## src/rtl/defs.sv

```systemverilog
// Shared definitions for the front end: fetch FSM states, the reset fetch
// address and the packet handed from IF to the IF/ID register.
package defs;

    localparam logic [31:0] RESET_PC_DEFAULT = 32'h0000_3000;

    typedef enum logic [1:0] {
        IDLE    = 2'd0,
        WAIT    = 2'd1,
        DISCARD = 2'd2
    } FetchState;

    typedef struct packed {
        logic [31:0] pc;
        logic [31:0] instr;
        logic        predTaken;
        logic [3:0]  excCode;
    } IFResult;

endpackage

```

## src/rtl/fetch_stage.sv

```systemverilog
// Instruction fetch stage: keeps at most one instruction-memory request in
// flight and one fetched instruction buffered for the IF/ID register.
// A redirect flushes the buffer; a response to a request issued before the
// redirect is still waited for, but its data is thrown away (DISCARD).
module fetch_stage
    import defs::*;
#(
    parameter logic [31:0] RESET_PC = RESET_PC_DEFAULT
) (
    input  logic        clock,
    input  logic        reset,
    input  logic        hold,
    input  logic        redirect,
    input  logic [31:0] target,
    output logic        imem_req,
    output logic [31:0] imem_addr,
    input  logic        imem_ack,
    input  logic [31:0] imem_data,
    output IFResult     IFOut,
    output logic        ifValid,
    output logic        alignErr
);

    FetchState   state;
    FetchState   stateNext;
    logic [31:0] pc;
    logic [31:0] pcNext;
    logic [31:0] reqAddr;
    logic [31:0] reqAddrNext;
    logic        bufValid;
    logic        bufValidNext;
    logic [31:0] bufPc;
    logic [31:0] bufPcNext;
    logic [31:0] bufInstr;
    logic [31:0] bufInstrNext;
    logic        alignErrNext;
    logic        slotFree;

    // The buffer can take a new instruction if it is empty or is being consumed now.
    assign slotFree = !bufValid || !hold;

    // Next-state logic: redirect wins over hold and ack, otherwise the FSM issues and retires fetches.
    always_comb begin
        stateNext    = state;
        pcNext       = pc;
        reqAddrNext  = reqAddr;
        bufValidNext = bufValid && hold;
        bufPcNext    = bufPc;
        bufInstrNext = bufInstr;
        alignErrNext = redirect && (target[1:0] != 2'b00);

        if (redirect) begin
            bufValidNext = 1'b0;
            pcNext       = {target[31:2], 2'b00};
            case (state)
                WAIT:    stateNext = imem_ack ? IDLE : DISCARD;
                DISCARD: stateNext = imem_ack ? IDLE : DISCARD;
                default: stateNext = IDLE;
            endcase
        end else begin
            case (state)
                IDLE: begin
                    if (slotFree) begin
                        stateNext   = WAIT;
                        reqAddrNext = pc;
                        pcNext      = pc + 32'd4;
                    end
                end
                WAIT: begin
                    if (imem_ack) begin
                        bufValidNext = 1'b1;
                        bufPcNext    = reqAddr;
                        bufInstrNext = imem_data;
                        if (slotFree) begin
                            stateNext   = WAIT;
                            reqAddrNext = pc;
                            pcNext      = pc + 32'd4;
                        end else begin
                            stateNext = IDLE;
                        end
                    end
                end
                DISCARD: begin
                    if (imem_ack) begin
                        stateNext = IDLE;
                    end
                end
                default: stateNext = IDLE;
            endcase
        end
    end

    // State, address and buffer registers, cleared immediately on reset.
    always_ff @(posedge clock or posedge reset) begin
        if (reset) begin
            state    <= IDLE;
            pc       <= RESET_PC;
            reqAddr  <= 32'd0;
            bufValid <= 1'b0;
            bufPc    <= 32'd0;
            bufInstr <= 32'd0;
            alignErr <= 1'b0;
        end else begin
            state    <= stateNext;
            pc       <= pcNext;
            reqAddr  <= reqAddrNext;
            bufValid <= bufValidNext;
            bufPc    <= bufPcNext;
            bufInstr <= bufInstrNext;
            alignErr <= alignErrNext;
        end
    end

    assign imem_req  = (state == WAIT) || (state == DISCARD);
    assign imem_addr = reqAddr;
    assign ifValid   = bufValid;

    // Present the buffered instruction, or an all-zero bubble when empty.
    always_comb begin
        IFOut = '0;
        if (bufValid) begin
            IFOut.pc    = bufPc;
            IFOut.instr = bufInstr;
        end
    end

endmodule

```

## config.mk

```make
export PLATFORM = sky130hd
export DESIGN_NAME = fetch_stage
export DESIGN_NICKNAME = d
export VERILOG_FILES = /design/src/rtl/defs.sv /design/src/rtl/fetch_stage.sv
export SDC_FILE = /design/constraint.sdc
export NUM_CORES = 1
export LEC_CHECK = 0
export CELL_PAD_IN_SITES_DETAIL_PLACEMENT = 1
export CELL_PAD_IN_SITES_GLOBAL_PLACEMENT = 2
export CORE_MARGIN = 2
export CORE_UTILIZATION = 27
export CTS_CLUSTER_DIAMETER = 100
export DETAILED_ROUTE_END_ITERATION = 16
export PLACE_DENSITY_LB_ADDON = 0.1
export SLEW_MARGIN = 10
export SYNTH_ARGS = -nofsm -noshare
export SYNTH_HDL_FRONTEND = slang
export SYNTH_SLANG_ARGS = --single-unit
```

## constraint.sdc

```tcl
create_clock -name clock -period 4.04 [get_ports clock]
set_input_delay 0.606 -clock clock [delete_from_list [all_inputs] [get_ports clock]]
set_output_delay 0.606 -clock clock [all_outputs]
set_load 0.02 [all_outputs]
```

==> run summary <==
After filler insertion, the fill cell instance count of the layout stands at 2397. TritonCTS built the clock tree. For the number of top-level pins, the log shows 173. The post-route minimum period works out to 2.91 ns.

The die outline height came out at 154 microns. Synthesized flop and latch total: 126. The detailed router placed 4666 vias in this run. The logs give 0 for the diode insertion count for antenna repair and 47 for the number of different library cells in the post-synthesis netlist.

Buffers placed on the I/O ports in this run total 163. Summed over all failing endpoints, the final setup total negative slack is 0 ns. For the worst-skew pair, the clock arrives at the later sink with an insertion delay of 0.42 ns. The cell count of the worst hold path was 1; the number of enable-type register cells in the synthesized netlist was 0. The tree is rooted in a sky130_fd_sc_hd__clkbuf_16. After detailed placement, the total cell area comes to 7940 sq um. The worst path buffer plus inverter count came out at 1. In this run the worst path has a maximum fanout of 66. For this block, the routed nets add up to 17.1 mm of wire.

The number of cells on the worst reg-to-reg path is 4, and the post-CTS setup repair buffer count is 0. The count of cells resized by post-cts repair is 0, and the synthesized netlist cell count is 528. In this run, the number of DRC markers left after iteration 0 of detailed routing was 145. The run gives 0 as the initial antenna violation count.

The global router's overall resource usage is 0.150. In this run the most used layer during global routing was met2. The remaining global-route overflow was 0; the pin count of the biggest net entering global routing was 80. The run gives 0.776 as the last weighted congestion value of the routability-driven placer. Class of the most critical hold timing path: reg2reg. The run gives 126 as the number of clock sinks.

Worst clock skew on the final layout: 0.00841 ns. The worst setup path is captured at a primary output. The tools report the area of the die as 23600 sq um. In this run the number of cells on the critical path is 2. The met2 capacity usage during global routing is 0.236. The clock input transition at the sequential cells of the worst setup and hold paths was 0.05 ns; the maximum count of clock buffers along a single path was 2. CTS built an H-tree with a depth of 4. The critical setup path kind is reg2out.

From synthesis to final layout, the design area changed by 41.9%. The tools report the portion of the post-synthesis area used by sequential elements as 0.523. The top cell types in the final layout, fill and taps aside, are sky130_fd_sc_hd__clkdlybuf4s50_1, sky130_fd_sc_hd__dfrtp_1, sky130_fd_sc_hd__mux2_2. The count of TritonRoute iterations in the first routing pass is 4, and the cell leakage power is 3.39 nW. The logs give 4938 for the number of global-route vias before repair and 0 for the number of buffers inserted for hold repair after clock tree synthesis. Total standard cell area after synthesis: 6040 sq um. The startpoint identified for the worst register-to-register timing path is ifValid. Counting the buffers created by CTS gives 17. The net count of the finished layout is 757.

Walking the worst path, the cells encountered are and2_1, clkdlybuf4s50_1. The run finished with clean final reports. VDD sags by at most 0.289 mV. On the final layout, the worst hold slack is 0.494 ns.

The final number of hold-violating endpoints was 0; the largest incremental delay on the critical path was 0.97 ns. For the met3 capacity usage during global routing, the log shows 0.0282. The Yosys step of the flow raised 0 warnings. The share of flip-flops with an asynchronous set or reset came out at 1.00. The worst min-delay path startpoint was bufInstr[1]. Max-cap violations in this run came to 0. The logs give 0 for the final number of max-transition violations and 21900 sq um for the floorplan core area. Measured along the x axis, the die boundary spans 154 microns. After detailed routing, the number of remaining DRC violations is 0.

The run gives 0 as the remaining antenna violation count. The origin of the worst setup path was ifValid. After detailed routing, the number of vias per cell comes to 4.78. The final setup violation count came out at 0. Initial standard-cell utilization of the core: 0.276. The tools report the tightest slew margin relative to the limit as 0.333. Leaving out fill and tap cells, the most frequent cell in the layout is sky130_fd_sc_hd__clkdlybuf4s50_1. The proportion of layout cells with a drive suffix above 1 is 0.199, and the critical path arrival is 2.31 ns.

The first global-routing pass estimated 28.2 mm of wire. Setup repair after global routing left no endpoint under its margin. Portion of the clock cycle consumed by the worst path in the final layout: 0.721. Data on the critical path is required at its endpoint by 3.43 ns.

Among cell families on the critical path, the largest total delay comes from flip-flops. In this run the mean area of a mapped cell was 11.4 sq um. With fillers left out, the area of the finished cells amounts to 8570 sq um. The floorplan has 54 rows. Startpoint class of the critical path: a flop.

For this design, the slowest cell found on the critical path is sky130_fd_sc_hd__dfrtp_2. The top flip-flop cell by instance count after synthesis was sky130_fd_sc_hd__dfrtp_1. Ratio of total power to cell area: 622 nW/um^2. Detailed placement finished with a half-perimeter wire length of 11.8 mm. The routed wire length per instance is 17.5 microns, and the global routing met1 resource utilization is 0.207. The maximum clock frequency is 0.343 GHz, and the slew at the pin closest to its max-slew limit is 0.998 ns.
[cell families after synthesis]
group / after synthesis / share of synthesized area
adders and majority gates: 4 / 0.00829
AOI/OAI and AO/OA: 61 / 0.0705
buffers and inverters: 46 / 0.0344
other: 1 / 0.000621
and+or+nand+nor: 188 / 0.177
DFF: 126 / 0.523
xor gates and xnor gates: 7 / 0.0102
muxes: 95 / 0.177
[Yosys cell counts, types with 8 or more instances]
cell type,count,share of area
sky130_fd_sc_hd__dfrtp_1,124,0.51
sky130_fd_sc_hd__clkbuf_1,30,0.019
sky130_fd_sc_hd__a31oi_1,8,0.0083
sky130_fd_sc_hd__nor2_1,17,0.011
sky130_fd_sc_hd__o31ai_1,10,0.012
sky130_fd_sc_hd__buf_4,9,0.011
sky130_fd_sc_hd__nand2_1,28,0.017
sky130_fd_sc_hd__nand3_1,17,0.014
sky130_fd_sc_hd__o21ai_0,15,0.012
sky130_fd_sc_hd__and2_1,65,0.067
sky130_fd_sc_hd__nand4_1,17,0.018
sky130_fd_sc_hd__mux2_2,93,0.17
sky130_fd_sc_hd__nor2b_1,8,0.0083
[per-layer routing]
layer	up-vias	wire length, microns
met5	-	0
met4	0	306
met3	20	623
met2	127	7920
met1	2316	8270
li1	2203	-
[final timing paths]
check / endpoint / slack, ns
worst max-delay path: IFOut[68] / 1.13
worst min-delay path: bufInstr[1] / 0.49
worst max register to register: pc[24] / 1.33
worst min register to register: bufInstr[1] / 0.49
max in group asynchronous: bufInstr[24] / 2.46
min in group asynchronous: bufInstr[26] / 0.70
[sequential cells by signal, summed over array words and instances, names as in the netlist]
signal     count
pc            30
state          2
alignErr       1
bufInstr      32
ifValid        1
bufPc         30
imem_addr     30
[final cells by class]
type / count / area (sq um) / area share
Sequential cell: 126 / 3160 / 0.369
Clock inverter: 11 / 164 / 0.0191
Inverter: 6 / 27.5 / 0.00321
Multi-Input combinational cell: 364 / 2720 / 0.318
Timing Repair Buffer: 169 / 1680 / 0.197
Clock buffer: 21 / 460 / 0.0538
Tap cell: 280 / 350 / 0.0409
[power by group]
group | switching, mW | leakage, nW | internal (mW)
registers | 0.330 | 1.48 | 1.76
clock network | 0.572 | 0.303 | 1.06
logic | 0.715 | 1.61 | 0.889
total | 1.62 | 3.39 | 3.71
[per-stage QoR]
stage | power (mW) | utilization | worst slack, ns | instances
after floorplan | 2.98 | - | 0.0814 | 536
after global placement | 3.69 | 0.363 | 1.08 | 945
after detailed placement | 3.75 | 0.363 | 1.03 | 945
after CTS | 5.42 | 0.391 | 1.06 | 977
after global routing | 5.65 | 0.391 | 0.929 | 977
final | 5.32 | 0.391 | 1.13 | 977
No activity file was read; power rests on OpenSTA's default activity.
